==> config.mk <==
export PLATFORM = sky130hd
export DESIGN_NAME = imem_boot_loader
export DESIGN_NICKNAME = d
export VERILOG_FILES = /design/src/rtl/imem_boot_loader.sv
export SDC_FILE = /design/constraint.sdc
export NUM_CORES = 1
export LEC_CHECK = 0
export BUFFER_PORTS_ARGS = -buffer_cell sky130_fd_sc_hd__buf_4
export CAP_MARGIN = 20
export CORE_MARGIN = 2
export CORE_UTILIZATION = 47
export DETAILED_ROUTE_END_ITERATION = 16
export PLACE_DENSITY = 0.67
export SYNTH_ARGS = -nofsm -noshare
export SYNTH_HDL_FRONTEND = slang
export SYNTH_SLANG_ARGS = --single-unit
==> constraint.sdc <==
create_clock -name clk -period 5.6 [get_ports clk]
set_clock_uncertainty 0.2 [all_clocks]
set_input_delay 0.28 -clock clk [delete_from_list [all_inputs] [get_ports clk]]
set_output_delay 0.28 -clock clk [all_outputs]
set_load 0.05 [all_outputs]
==> src/rtl/imem_boot_loader.sv <==
// Boot loader: receives a length-prefixed byte image, writes 16-bit words into instruction
// memory and releases the processor only after the image checksum matches.
module imem_boot_loader #(
    parameter int unsigned MAX_WORDS      = 256,
    parameter logic [15:0] BASE_ADDR      = 16'h0,
    parameter int unsigned TIMEOUT_CYCLES = 0
) (
    input  logic        clk,
    input  logic        reset,
    input  logic        start,
    input  logic [7:0]  in_data,
    input  logic        in_valid,
    output logic        in_ready,
    output logic        imem_we,
    output logic [15:0] imem_addr,
    output logic [15:0] imem_wdata,
    output logic        cpu_hold,
    output logic        load_done,
    output logic        load_error
);
    localparam int IW = $clog2(MAX_WORDS + 1);
    localparam int TW = (TIMEOUT_CYCLES > 1) ? $clog2(TIMEOUT_CYCLES) : 1;
    localparam logic [TW-1:0] TMO_LAST = TW'((TIMEOUT_CYCLES > 0) ? TIMEOUT_CYCLES - 1 : 0);

    typedef enum logic [2:0] {
        S_LEN_HI, S_LEN_LO, S_DATA_HI, S_DATA_LO, S_WRITE, S_CSUM, S_DONE, S_ERR
    } state_t;

    state_t          state_q, state_d;
    logic [15:0]     len_q;
    logic [IW-1:0]   idx_q;
    logic [7:0]      csum_q;
    logic [7:0]      hi_q;
    logic [TW-1:0]   tmo_q;
    logic            rx_state, accept, restart, tmo_expired;
    logic [15:0]     len_rx;

    assign rx_state    = (state_q inside {S_LEN_HI, S_LEN_LO, S_DATA_HI, S_DATA_LO, S_CSUM});
    assign in_ready    = rx_state;
    assign accept      = in_valid && rx_state;
    assign restart     = start && (state_q == S_DONE || state_q == S_ERR);
    assign len_rx      = {len_q[15:8], in_data};
    // The counter saturates one short of the limit; the idle cycle that would reach it aborts.
    assign tmo_expired = (TIMEOUT_CYCLES > 0) && rx_state && !accept && (tmo_q == TMO_LAST);

    always_ff @(posedge clk or negedge reset) begin
        if (!reset) state_q <= S_LEN_HI;
        else        state_q <= state_d;
    end

    always_comb begin
        // NOTE: every output of this block gets a default first, so no path can infer a latch.
        state_d    = state_q;
        imem_we    = 1'b0;
        cpu_hold   = 1'b1;
        load_done  = 1'b0;
        load_error = 1'b0;
        case (state_q)
            S_LEN_HI:  if (accept) state_d = S_LEN_LO;
            S_LEN_LO:  if (accept)
                           state_d = (len_rx == 16'd0 || {1'b0, len_rx} > 17'(MAX_WORDS))
                                     ? S_ERR : S_DATA_HI;
            S_DATA_HI: if (accept) state_d = S_DATA_LO;
            S_DATA_LO: if (accept) state_d = S_WRITE;
            S_WRITE: begin
                imem_we = 1'b1;
                state_d = ({1'b0, len_q} == 17'(idx_q) + 17'd1) ? S_CSUM : S_DATA_HI;
            end
            S_CSUM:    if (accept) state_d = (in_data == csum_q) ? S_DONE : S_ERR;
            S_DONE: begin
                cpu_hold  = 1'b0;
                load_done = 1'b1;
                if (start) state_d = S_LEN_HI;
            end
            S_ERR: begin
                load_error = 1'b1;
                if (start) state_d = S_LEN_HI;
            end
            default:   state_d = S_LEN_HI;
        endcase
        if (tmo_expired) state_d = S_ERR;
    end

    // NOTE: state registers use non-blocking assignments so every flop samples pre-edge values.
    always_ff @(posedge clk or negedge reset) begin
        if (!reset) begin
            len_q      <= '0;
            idx_q      <= '0;
            csum_q     <= '0;
            hi_q       <= '0;
            tmo_q      <= '0;
            imem_addr  <= '0;
            imem_wdata <= '0;
        end else begin
            if (accept) begin
                case (state_q)
                    S_LEN_HI:  len_q[15:8] <= in_data;
                    S_LEN_LO:  len_q[7:0]  <= in_data;
                    S_DATA_HI: begin
                        hi_q   <= in_data;
                        csum_q <= csum_q + in_data;
                    end
                    S_DATA_LO: begin
                        csum_q     <= csum_q + in_data;
                        imem_addr  <= BASE_ADDR + 16'({idx_q, 1'b0});
                        imem_wdata <= {hi_q, in_data};
                    end
                    default: ;
                endcase
            end
            if (state_q == S_WRITE) idx_q <= idx_q + 1'b1;
            if (restart) begin
                idx_q  <= '0;
                csum_q <= '0;
            end
            if (TIMEOUT_CYCLES == 0 || accept || !rx_state || state_d != state_q)
                tmo_q <= '0;
            else
                tmo_q <= tmo_q + 1'b1;
        end
    end
endmodule

==> run_results.csv <==
group,metric,value,unit
outcome,status,"finished clean",
floorplanning,pin_count,49,
global_routing,grt_pass1_wl,12.4,mm
worst_setup_path,cp_slowest_cell,"dfrtp_1",
synth,syn_inst,329,
final_layout,drive_gt1_frac,0.282,
power_and_ir_drop,power,2.37,mW
worst_setup_path,cp_data_required_time,5.63,ns
final_layout,final_cell_mix,"dfrtp_1 (69), mux2_2 (42), buf_4 (42)",
sta,hold_viol,0,
place,port-buffer-count,41,
sta,final_max_slew_viol_count,0,
power_and_ir_drop,powerDensity,581,nW/um^2
sta,worstMarginPinSlew,0.852,ns
synth,yosys_register_bits,69,
sta,maxSlewHeadroom,0.432,
min_path,hold_depth,3,
global_routing,grt_max_degree,70,
synth,synth.area.top_cells,"dfrtp_1 (49%), mux2_2 (13%), o21ai_0 (3.1%)",
worst_setup_path,cpPeakStageDelay,0.52,ns
routing,routed_via_density,5.39,
sta,grt_setup_unrepaired,"false",
routing,dr.pass1.iters,4,
floorplanning,dieArea,8260,sq um
synth,avgSynthCellArea,10.8,sq um
floorplanning,start_util,0.487,
routing,wl_per_cell,15.8,um
worst_setup_path,path_class,"flip-flop to flip-flop",
synth,yosysSeqAreaShare,0.486,
flow_run,maxCapViolCount,0,
cts,clock_latency,0.35,ns
floorplanning,core,7290,sq um
final_layout,syn_to_final_growth,15.0,%
place,gp_congestion,0.875,
routing,drt_iter0_drc,119,
routing,via_count,2543,
synth,netlist.area_leader.share,0.486,
min_path,min_path_type,"input port to flip-flop",
cts,post-cts-setup-buffers,0,
final_layout,nNetsFinal,389,
synth,synth_ff_type,"dfrtp_1",
cts,cts-root-buf,"clkbuf_8",
synth,synth_top_area_cell,"dfrtp_1",
synth,synth.distinct_cells,51,
sta,max_freq,390,MHz
sta,tns,0,ns
floorplanning,row_count,31,
synth,syn_area,3550,sq um
cts,path_clk_slew,0.08,ns
min_path,hold_path.startpoint,"in_data[2]",
synth,async_flop_share,1.00,
floorplanning,die_height,90.9,um
cts,cts_buffer_depth,2,
synth,synth_warnings,0,
global_routing,grt_pass1_vias,2479,
power_and_ir_drop,p_leak,1.84,nW
global_routing,grt_usage,0.193,
cts,numCtsBuffers,9,
worst_setup_path,timing.rr.start,"idx_q[0]",
final_layout,fillers,637,
sta,hold_ws,0.0223,ns
worst_setup_path,startpoint,"idx_q[0]",
sta,finalCritPeriodShare,0.457,
place,place_hpwl,5.28,mm
routing,ant_nets,0,
final_layout,diodes,0,
final_layout,final_common_cell,"dfrtp_1",
worst_setup_path,rr_worst_depth,7,
worst_setup_path,crit_fanout,9,
global_routing,gr-total-overflow,0,
routing,drc_errors,0,
worst_setup_path,endpoint_kind,"flip-flop",
sta,setup_violations,0,
sta,post-route-min-period,2.56,ns
worst_setup_path,cp-start-kind,"flip-flop",
cts,htreeDepth,3,
cts,cts_tree,"yes",
cts,cts.sinks,69,
floorplanning,die_x,90.9,um
synth,synth_edf_count,0,
global_routing,antenna_found_initial,0,
power_and_ir_drop,ir_drop,401,uV
worst_setup_path,worstPathCellList,"ha_1 > xnor2_1 > o211ai_1 > or4b_1 > a311oi_2 > a311oi_1 > o31a_1",
routing,wl,7.44,mm
worst_setup_path,worstPathArrival,2.59,ns
## kinds of logic (layout without fill, tap and decap cells)
group | count (synthesis) | after routing | synth area share
muxes | 46 | 46 | 0.146
AOI/OAI and AO/OA | 56 | 56 | 0.0976
other | 1 | 7 | 0.00106
buffers and inverters | 36 | 74 | 0.0606
xor gates and xnor gates | 17 | 17 | 0.0419
and+or+nand+nor | 95 | 95 | 0.133
DFF | 69 | 69 | 0.486
adders and majority gates | 9 | 9 | 0.0338
## power by group
| group | total [mW] | internal, mW | leakage (nW) | switching, mW |
|---|---|---|---|---|
| registers | 0.863 | 0.702 | 0.867 | 0.162 |
| clock network | 0.417 | 0.221 | 0.103 | 0.196 |
| logic | 1.09 | 0.426 | 0.874 | 0.666 |
## per-layer routing
layer / vias up / global-route usage / wire length [um]
li1: 1222 / - / -
met1: 1242 / 0.257 / 3490
met2: 68 / 0.302 / 3530
met3: 11 / 0.0426 / 277
met4: 0 / 0.0909 / 138
met5: - / 0 / 0
## worst max-delay path, delay by kind of cell, from the launching register on
family,cells,cell delay [ns]
simple gates,1,0.49
fa+ha+maj,1,0.38
compound gates,4,0.71
flops,1,0.52
xor+xnor,1,0.16
## cell type report
| cell class | instances | area (sq um) | area share |
|---|---|---|---|
| well taps | 99 | 124 | 0.0303 |
| clock inverters | 6 | 68.8 | 0.0169 |
| multi-input cells | 230 | 1630 | 0.399 |
| inverters | 13 | 48.8 | 0.0120 |
| flip-flops and latches | 69 | 1730 | 0.423 |
| repair buffers | 45 | 345 | 0.0846 |
| clock buffers | 10 | 138 | 0.0337 |
## synthesized netlist by cell type, types with 2 or more instances
master / n
a21oi_1: 10
and3_1: 5
buf_2: 3
buf_4: 7
buf_6: 4
clkbuf_1: 7
clkbuf_8: 2
dfrtp_1: 69
ha_1: 8
inv_1: 13
mux2_1: 3
mux2_2: 42
nand2_1: 29
nand3_1: 11
nand4_1: 2
nor2_1: 23
nor2b_1: 2
nor3_1: 5
nor4_1: 5
nor4b_1: 2
o211ai_1: 3
o21a_1: 3
o21ai_0: 22
o21ai_1: 3
o31ai_1: 4
or4b_1: 2
xnor2_1: 9
xor2_1: 8
## final timing paths
check | slack (ns) | to
min in group asynchronous | 0.39 | imem_addr[8]
max reg2reg | 3.04 | state_q[1]
min reg2reg | 0.29 | imem_wdata[1]
min | 0.02 | len_q[2]
max | 3.04 | state_q[1]
max in group asynchronous | 4.26 | csum_q[2]
## sequential cells by signal (all words and copies together) (netlist names)
signal	count
imem_wdata	16
idx_q	9
state_q	3
hi_q	8
imem_addr	9
len_q	16
csum_q	8
## repair_timing
action | in CTS | in global routing
resized for setup | 0 | 0
hold buffers | 3 | 0
endpoints found under the hold margin | 71 | 0
## metrics by stage
step | instances | utilization | instance area [sq um] | setup WS (ns)
2_1_floorplan | 335 | - | 3570 | 3.21
3_3_place_gp | 453 | 0.527 | 3840 | 3.11
3_5_place_dp | 453 | 0.527 | 3840 | 3.08
4_1_cts | 472 | 0.560 | 4080 | 3.04
5_1_grt | 472 | 0.560 | 4080 | 2.90
6_report | 472 | 0.560 | 4080 | 3.04
Power figures use the tool's default switching activity.
